$ cat config.mk
export PLATFORM = sky130hd
export DESIGN_NAME = serial_add_ctrl_flat
export DESIGN_NICKNAME = d
export VERILOG_FILES = /design/src/rtl/serial_add_if.sv /design/src/rtl/serial_add_ctrl.sv /design/src/flat_wrapper.sv
export SDC_FILE = /design/constraint.sdc
export NUM_CORES = 1
export LEC_CHECK = 0
export BUFFER_PORTS_ARGS = -buffer_cell sky130_fd_sc_hd__buf_2
export CAP_MARGIN = 20
export CELL_PAD_IN_SITES_DETAIL_PLACEMENT = 1
export CELL_PAD_IN_SITES_GLOBAL_PLACEMENT = 2
export CORE_MARGIN = 10
export CORE_UTILIZATION = 29
export DETAILED_ROUTE_END_ITERATION = 6
export HOLD_SLACK_MARGIN = 0.1
export PLACE_DENSITY_LB_ADDON = 0.15
export SYNTH_ARGS = -nofsm -noshare
export SYNTH_HDL_FRONTEND = slang
export SYNTH_SLANG_ARGS = --single-unit
$ cat constraint.sdc
create_clock -name clk -period 1.2 [get_ports clk]
set_input_delay 0.06 -clock clk [delete_from_list [all_inputs] [get_ports clk]]
set_output_delay 0.06 -clock clk [all_outputs]
set_load 0.05 [all_outputs]
$ cat src/rtl/serial_add_if.sv
// ---------------------------------------------------------------------------
// serial_add_if
// Request/response bundle for the bit-serial add controller.
//   start        request strobe, accepted only while ready=1
//   a, b, cin    operands and carry-in, sampled on the accepting edge
//   sub          (only with SERIAL_ADD_SUB_EN) 1 = subtract a - b
//   ready        controller idle, a start will be accepted
//   done         one-cycle pulse, sum/cout just updated
//   sum, cout    registered result, held until the next done
// Modports: master drives requests, slave is the controller.
// Optional feature macro: SERIAL_ADD_SUB_EN
// ---------------------------------------------------------------------------
interface serial_add_if #(
  parameter int WIDTH = 8
);
  logic             start;
  logic [WIDTH-1:0] a;
  logic [WIDTH-1:0] b;
  logic             cin;
`ifdef SERIAL_ADD_SUB_EN
  logic             sub;
`endif
  logic             ready;
  logic             done;
  logic [WIDTH-1:0] sum;
  logic             cout;

  modport master (
    output start, a, b, cin,
`ifdef SERIAL_ADD_SUB_EN
    output sub,
`endif
    input  ready, done, sum, cout
  );

  modport slave (
    input  start, a, b, cin,
`ifdef SERIAL_ADD_SUB_EN
    input  sub,
`endif
    output ready, done, sum, cout
  );
endinterface

$ cat src/rtl/serial_add_ctrl.sv
// ---------------------------------------------------------------------------
// serial_add_ctrl
// Bit-serial adder: one full-adder cell (udp_sum/udp_cy) is reused over
// WIDTH clocks, LSB first, with the inter-bit carry held in a flip-flop.
// Produces {cout,sum} = a + b + cin and a one-clock done pulse.
// Ports:
//   clk   single clock, rising edge
//   rst   synchronous, active-high reset
//   bus   serial_add_if.slave (start/a/b/cin[/sub] in, ready/done/sum/cout out)
// Parameters:
//   WIDTH operand/result width, 2..32
// Optional feature macro: SERIAL_ADD_SUB_EN
//   adds bus.sub; sub=1 computes a - b (b inverted, carry forced to 1),
//   cout=1 then means no borrow. Timing is identical in both builds.
// Latency: accept at edge k, done rises at edge k+WIDTH, ready at k+WIDTH+1.
// ---------------------------------------------------------------------------
module serial_add_ctrl #(
  parameter int WIDTH = 8
) (
  input  logic         clk,
  input  logic         rst,
  serial_add_if.slave  bus
);

  localparam int CW = (WIDTH > 1) ? $clog2(WIDTH) : 1;
  localparam logic [CW-1:0] LAST = CW'(WIDTH - 1);

  typedef enum logic [1:0] {
    IDLE = 2'd0,
    RUN  = 2'd1,
    DONE = 2'd2
  } state_t;

  state_t           state;
  logic [WIDTH-1:0] shift_a;
  logic [WIDTH-1:0] shift_b;
  logic [WIDTH-1:0] res;
  logic [CW-1:0]    count;
  logic             carry;
  logic             ready_q;
  logic             done_q;
  logic [WIDTH-1:0] sum_q;
  logic             cout_q;

  // The single full-adder cell shared by every bit position.
  logic udp_sum;
  logic udp_cy;
  assign udp_sum = shift_a[0] ^ shift_b[0] ^ carry;
  assign udp_cy  = (shift_a[0] & shift_b[0]) | (shift_a[0] & carry) |
                   (shift_b[0] & carry);

  // Operand B and initial carry as loaded on the accepting edge.
  logic [WIDTH-1:0] load_b;
  logic             load_carry;
`ifdef SERIAL_ADD_SUB_EN
  // a - b = a + ~b + 1; cin is ignored when subtracting.
  assign load_b     = bus.sub ? ~bus.b : bus.b;
  assign load_carry = bus.sub ? 1'b1   : bus.cin;
`else
  assign load_b     = bus.b;
  assign load_carry = bus.cin;
`endif

  // NOTE: every register in this block uses non-blocking assignment so all
  // state updates see the pre-edge values, exactly like the hardware does.
  always_ff @(posedge clk) begin
    if (rst) begin
      // NOTE: the datapath registers are reset too (not just the FSM) so the
      // held sum/cout outputs are defined and an aborted run leaves no trace.
      state   <= IDLE;
      shift_a <= '0;
      shift_b <= '0;
      res     <= '0;
      count   <= '0;
      carry   <= 1'b0;
      ready_q <= 1'b1;
      done_q  <= 1'b0;
      sum_q   <= '0;
      cout_q  <= 1'b0;
    end else begin
      case (state)
        IDLE: begin
          if (bus.start) begin
            shift_a <= bus.a;
            shift_b <= load_b;
            carry   <= load_carry;
            count   <= '0;
            res     <= '0;
            ready_q <= 1'b0;
            state   <= RUN;
          end
        end

        RUN: begin
          shift_a <= {1'b0, shift_a[WIDTH-1:1]};
          shift_b <= {1'b0, shift_b[WIDTH-1:1]};
          carry   <= udp_cy;
          // Result fills from the top; after WIDTH shifts bit 0 lands at LSB.
          res     <= {udp_sum, res[WIDTH-1:1]};
          if (count == LAST) begin
            sum_q  <= {udp_sum, res[WIDTH-1:1]};
            cout_q <= udp_cy;
            done_q <= 1'b1;
            state  <= DONE;
          end else begin
            count <= count + 1'b1;
          end
        end

        DONE: begin
          done_q  <= 1'b0;
          ready_q <= 1'b1;
          state   <= IDLE;
        end

        default: begin
          state   <= IDLE;
          ready_q <= 1'b1;
          done_q  <= 1'b0;
        end
      endcase
    end
  end

  assign bus.ready = ready_q;
  assign bus.done  = done_q;
  assign bus.sum   = sum_q;
  assign bus.cout  = cout_q;

endmodule
$ cat src/flat_wrapper.sv
// flat-port wrapper written by rule: the top's interface ports become plain ports
module serial_add_ctrl_flat 
#(
  parameter int WIDTH = 8
)
  (clk, rst, bus_start, bus_a, bus_b, bus_cin, bus_ready, bus_done, bus_sum, bus_cout);
  serial_add_if #(.WIDTH(WIDTH)) bus_i ();
  input  logic clk;
  input  logic rst;
  input wire logic [$bits(bus_i.start)-1:0] bus_start;
  input wire logic [$bits(bus_i.a)-1:0] bus_a;
  input wire logic [$bits(bus_i.b)-1:0] bus_b;
  input wire logic [$bits(bus_i.cin)-1:0] bus_cin;
  output wire logic [$bits(bus_i.ready)-1:0] bus_ready;
  output wire logic [$bits(bus_i.done)-1:0] bus_done;
  output wire logic [$bits(bus_i.sum)-1:0] bus_sum;
  output wire logic [$bits(bus_i.cout)-1:0] bus_cout;
  assign bus_i.start = bus_start;
  assign bus_i.a = bus_a;
  assign bus_i.b = bus_b;
  assign bus_i.cin = bus_cin;
  assign bus_ready = bus_i.ready;
  assign bus_done = bus_i.done;
  assign bus_sum = bus_i.sum;
  assign bus_cout = bus_i.cout;
  serial_add_ctrl #(.WIDTH(WIDTH)) u_core (.clk(clk), .rst(rst), .bus(bus_i));
endmodule
=== Word level (Yosys, flattened, before mapping) ===
Cells that the tools add are included.

* $add $sub $neg: 1
* Bitwise logic cells: 9
* Shift-type cells: 0
* Divide/modulo/power cells: 0
* Order comparisons: 0
* Reduce and logical (&&, ||, !) cells: 8
* Muxes and demuxes: 18
* Equal/unequal tests: 5
* Multiply operators: 0

{| class="wikitable"
|+ Operators with widths
! kind !! count
|-
| $pmux 8 s2 || 3
|-
| $mux 8 || 3
|-
| $reduce_and 2->1 || 5
|-
| $mux 3 || 2
|-
| $pmux 1 s2 || 3
|-
| $pmux 3 s2 || 1
|-
| $mux 2 || 2
|-
| $ne 2x2->1 const B || 2
|-
| $pmux 2 s2 || 1
|-
| $add 3x1->3 const B || 1
|-
| $and 1x1->1 || 3
|-
| $eq 3x3->1 const B || 1
|-
| $mux 1 || 3
|-
| $reduce_and 3->1 || 1
|-
| $eq 2x1->1 const B || 1
|-
| $logic_not 2->1 || 1
|-
| $ne 2x1->1 const B || 1
|-
| $not 1->1 || 2
|-
| $or 1x1->1 || 2
|-
| $reduce_bool 2->1 || 1
|-
| $xor 1x1->1 || 2
|}

* Word-level logic and storage cells: 51
* Memory bits (writable): 0
* Bits in read-only memories: 0
* Register bits: 41
* Output and inout port bits: 11
* Memories: 0
* Bits in latches: 0
* Input bits: 20

=== Longest topological paths before layout ===
* Depth in word-level cells: 4
* Mapped depth: 6

=== Worst setup path before layout ===
No wires, ideal clock.

* Path type: register to register
* Start point: reg u_core.count[0]
* End point: reg u_core.sum_q[3] (netlist: u_core.bus.sum[3])
* Stages on the path, launching flop included: 7
* Clock period less this slack: 1.280 ns
* Setup time: 0.071 ns
* Slack: -0.080 ns
* Path buffers: 1
* Arrival time: 1.210 ns
* Data required time: 1.129 ns
* Cell sequence: dfxtp_1 ha_1 ha_1 nand3b_1 buf_2 nand2_1 a21oi_1

* Longest elaborated chain between the ends: 2

{| class="wikitable"
|+ Ends and longest elaborated chain
! element !! RTL line !! text
|-
| from (decl) || serial_add_ctrl.sv:38 || <nowiki>logic [CW-1:0] count;</nowiki>
|-
| from (signal assigned) || serial_add_ctrl.sv:106 || <nowiki>count <= count + 1'b1;</nowiki>
|-
| $eq 3x3->1 || serial_add_ctrl.sv:100 || <nowiki>if (count == LAST) begin</nowiki>
|-
| $reduce_and 2->1 (no line) || - ||
|-
| to (signal assigned) || serial_add_ctrl.sv:101 || <nowiki>sum_q <= {udp_sum, res[WIDTH-1:1]};</nowiki>
|-
| to (decl) || serial_add_ctrl.sv:42 || <nowiki>logic [WIDTH-1:0] sum_q;</nowiki>
|}

No other way between the ends.
A chain may end at the register's enable or synchronous reset.

=== Final worst setup path ===
* Start point: reg u_core.count[1]
* End point: reg u_core.cout_q (netlist: u_core.bus.cout)

* Longest elaborated chain between the ends: 2

{| class="wikitable"
|+ Ends and longest elaborated chain
! element !! RTL line !! text
|-
| $eq 3x3->1 || serial_add_ctrl.sv:100 ||
|-
| $reduce_and 2->1 (no line) || - ||
|-
| to (signal assigned) || serial_add_ctrl.sv:102 || <nowiki>cout_q <= udp_cy;</nowiki>
|-
| to (decl) || serial_add_ctrl.sv:43 || <nowiki>logic cout_q;</nowiki>
|}

No other way between the ends.

==> impl_metrics.csv <==
group,metric,value,unit
floorplan,coreArea,5510,sq um
power,p_leak,0.847,nW
sta,layout_min_cycle_time,1.26,ns
yosys,netlist_instances,175,
grt,overflow,0,
setup_path,crit_type,"register to register",
routing,detail_route.vias_per_cell,4.92,
grt,grt_start_max_net_pins,41,
routing,first_pass_iters,4,
power,p_seq_frac,0.531,
cells_and_area,final_layout_size_suffix_gt1_frac,0.394,
cts,root_buffer,"clkbuf_8",
sta,slew_violations,0,
sta,setup_viol_count_final,10,
setup_path,critPathMaxStageDelay,0.34,ns
grt,grt_usage,0.0982,
yosys,synth.most_common_cell,"dfxtp_1",
cells_and_area,diodes,0,
cts,clockBufferDepth,2,
place,routabilityCongestion,0.693,
power,internal-power,2.04,mW
routing,drc,0,
yosys,ys_types,25,
yosys,syn_area,1640,sq um
yosys,yosys.area.top_type,"dfxtp_1",
routing,vias,1417,
cells_and_area,final_core_util,0.403,
power,combinationalPowerShare,0.135,
place,portBuffers,30,
outcome,violations,"negative setup slack",
yosys,yosys_warnings,0,
floorplan,die_area,9080,sq um
routing,drt_iter0_drc,37,
cells_and_area,multiInputGateArea,892,sq um
cts,cts_tree,"yes",
power,swShare,0.247,
cts,worstSkewPairLatency,0.28,ns
power,p_clk_frac,0.334,
setup_path,critical_path.endpoint_type,"register",
setup_path,crit_slowest_cell,"dfxtp_2",
yosys,avgSynthCellArea,9.39,sq um
setup_path,worstSetupStartpointType,"register",
routing,wl,4360,microns
cts,clk_pin_slew,0.07,ns
grt,grt_pass1_wl,7090,microns
cells_and_area,fillers,629,
floorplan,fp.dieH,95.3,microns
routing,wl_per_cell,15.1,microns
floorplan,row_count,27,
power,p_sw,0.668,mW
sta,fmax,795,MHz
sta,fin_tns_setup,-0.280,ns
yosys,synth-seq-cells,40,
sta,finClkSkew,0.00309,ns
sta,hold_violations,0,
yosys,synth-seq-area-share,0.487,
cells_and_area,fin_nets,238,
min_path,min_path_type,"input pin to register",
grt,grt_antenna_before_repair,0,
floorplan,initial_core_util,0.299,
cts,cts_sinks,40,
cts,htree_num_levels,2,
floorplan,io_pins,31,
power,p_per_area,1220,nW/um^2
setup_path,path_max_fanout,9,
cts,numCtsBuffers,5,
power,ir_drop,390,uV
yosys,async_flop_share,0,
setup_path,cp_common_cell,"ha_4",
floorplan,die_w,95.3,microns
outcome,status,"finished, violations left",
yosys,synth_common_cells,"40 x dfxtp_1, 25 x nor2_1, 16 x a211oi_1",
cells_and_area,seqCellArea,810,sq um
cells_and_area,syn_to_final_growth,35.0,%
grt,grt_pass1_vias,1497,
yosys,syn_nets,198,
routing,postRouteAntennaNets,0,
place,hpwlAfterDp,2840,microns
sta,slew-limit-headroom,0.429,
setup_path,arrival,1.39,ns
sta,worst-slew-pin-transition,0.856,ns
flow_run,drv_cap,0,
sta,post-route-period-util,1.05,
yosys,ys.flop_type,"dfxtp_1",
setup_path,required,1.33,ns
yosys,synth_top_area_share,0.487,
place,post-place-ws,-0.0958,ns
yosys,synthTopCellsByArea,"dfxtp_1 49%, mux2i_1 9.1%, a211oi_1 7.3%",
sta,fin_ws,-0.0573,ns
setup_path,path_cells,"ha_4, ha_4, buf_4, buf_6, nand3_1, a21oi_1",
sta,rsz0062_at_grt,"yes",
yosys,synth_edf_count,0,
[registers in the layout, indices dropped and copies added (netlist names)]
signal	flops
u_core.bus.done	1
u_core.count	3
u_core.carry	1
u_core.res	7
u_core.state	2
u_core.bus.ready	1
u_core.shift_a	8
u_core.shift_b	8
u_core.bus.sum	8
u_core.bus.cout	1
[critical path: cells and delay by family (launching register included)]
family,cells,cell delay [ns]
DFF,1,0.34
adders and majority gates,2,0.33
buffers and inverters,2,0.28
and+or+nand+nor,1,0.09
AOI/OAI and AO/OA,1,0.07
[cells in the final DEF (no fill, tap or decap), drive strengths merged]
| master | n |
|---|---|
| dlygate4sd3 | 3 |
| a22oi | 7 |
| mux2i | 15 |
| nor2b | 1 |
| o21bai | 1 |
| dfxtp | 40 |
| a211o | 1 |
| o21ba | 1 |
| nand3 | 13 |
| nand3b | 1 |
| a31oi | 3 |
| nand2b | 3 |
| nor2 | 25 |
| a211oi | 16 |
| nand2 | 12 |
| ha | 2 |
| fa | 1 |
| a21oi | 13 |
| nand4bb | 2 |
| clkbuf | 9 |
| buf | 44 |
| o21ai | 2 |
| nor4b | 1 |
[through the flow]
step           hold WS (ns)  instance area [sq um]  total power, mW  std cells
2_1_floorplan         0.233                   1660             1.68        175
3_3_place_gp          0.345                   1920             1.77        273
3_5_place_dp          0.366                   1920             1.79        273
4_1_cts               0.103                   2160             2.73        289
5_1_grt               0.121                   2220             2.86        288
6_report              0.116                   2220             2.71        288
[path summary, 6_finish.rpt]
check | start | to | slack [ns] | cells after the start
worst max-delay path | u_core.count[1] | u_core.bus.cout | -0.06 | 6
worst min-delay path | bus_a[4] | u_core.shift_a[4] | 0.12 | 3
worst max register to register | u_core.count[1] | u_core.bus.cout | -0.06 | 6
worst min register to register | u_core.bus.sum[1] | u_core.bus.sum[1] | 0.46 | 2
[what timing repair did]
action	CTS	global route
gates resized for setup	19	23
endpoints found under the hold margin	3	0
cloned	1	1
setup endpoints to repair	18	32
hold buffers	3	0
setup buffers	4	0
pin swaps	9	9
[layer usage]
layer,track usage,part of all wire,wire length (microns)
met1,0.110,0.43,1890
met2,0.168,0.51,2230
met3,0.0361,0.047,203
met4,0.0337,0.0071,31
met5,0,0,0
[final cells by class]
class,instances,area share
multi-input cells,120,0.402
flip-flops and latches,40,0.365
well taps,72,0.0406
clock buffers,8,0.0406
repair buffers,48,0.152
[cell families (layout without fill, tap and decap cells)]
family,count (synthesis),count (layout),synth area share
AO/OA/AOI/OAI,44,44,0.180
adder cells (fa/ha/maj),3,3,0.0274
buffers and inverters,15,56,0.0510
flip-flops,40,40,0.487
multiplexers,15,15,0.0913
AND/OR/NAND/NOR,58,58,0.163
[power groups by stage]
stage,clock [mW],sequential (mW),combinational [mW]
after floorplan,0,1.46,0.225
after global placement,0,1.46,0.314
after detailed placement,0,1.46,0.327
after CTS,0.952,1.43,0.341
after global routing,1.01,1.45,0.408
final,0.903,1.44,0.366
Note: power is estimated with default switching activity, not from simulation.
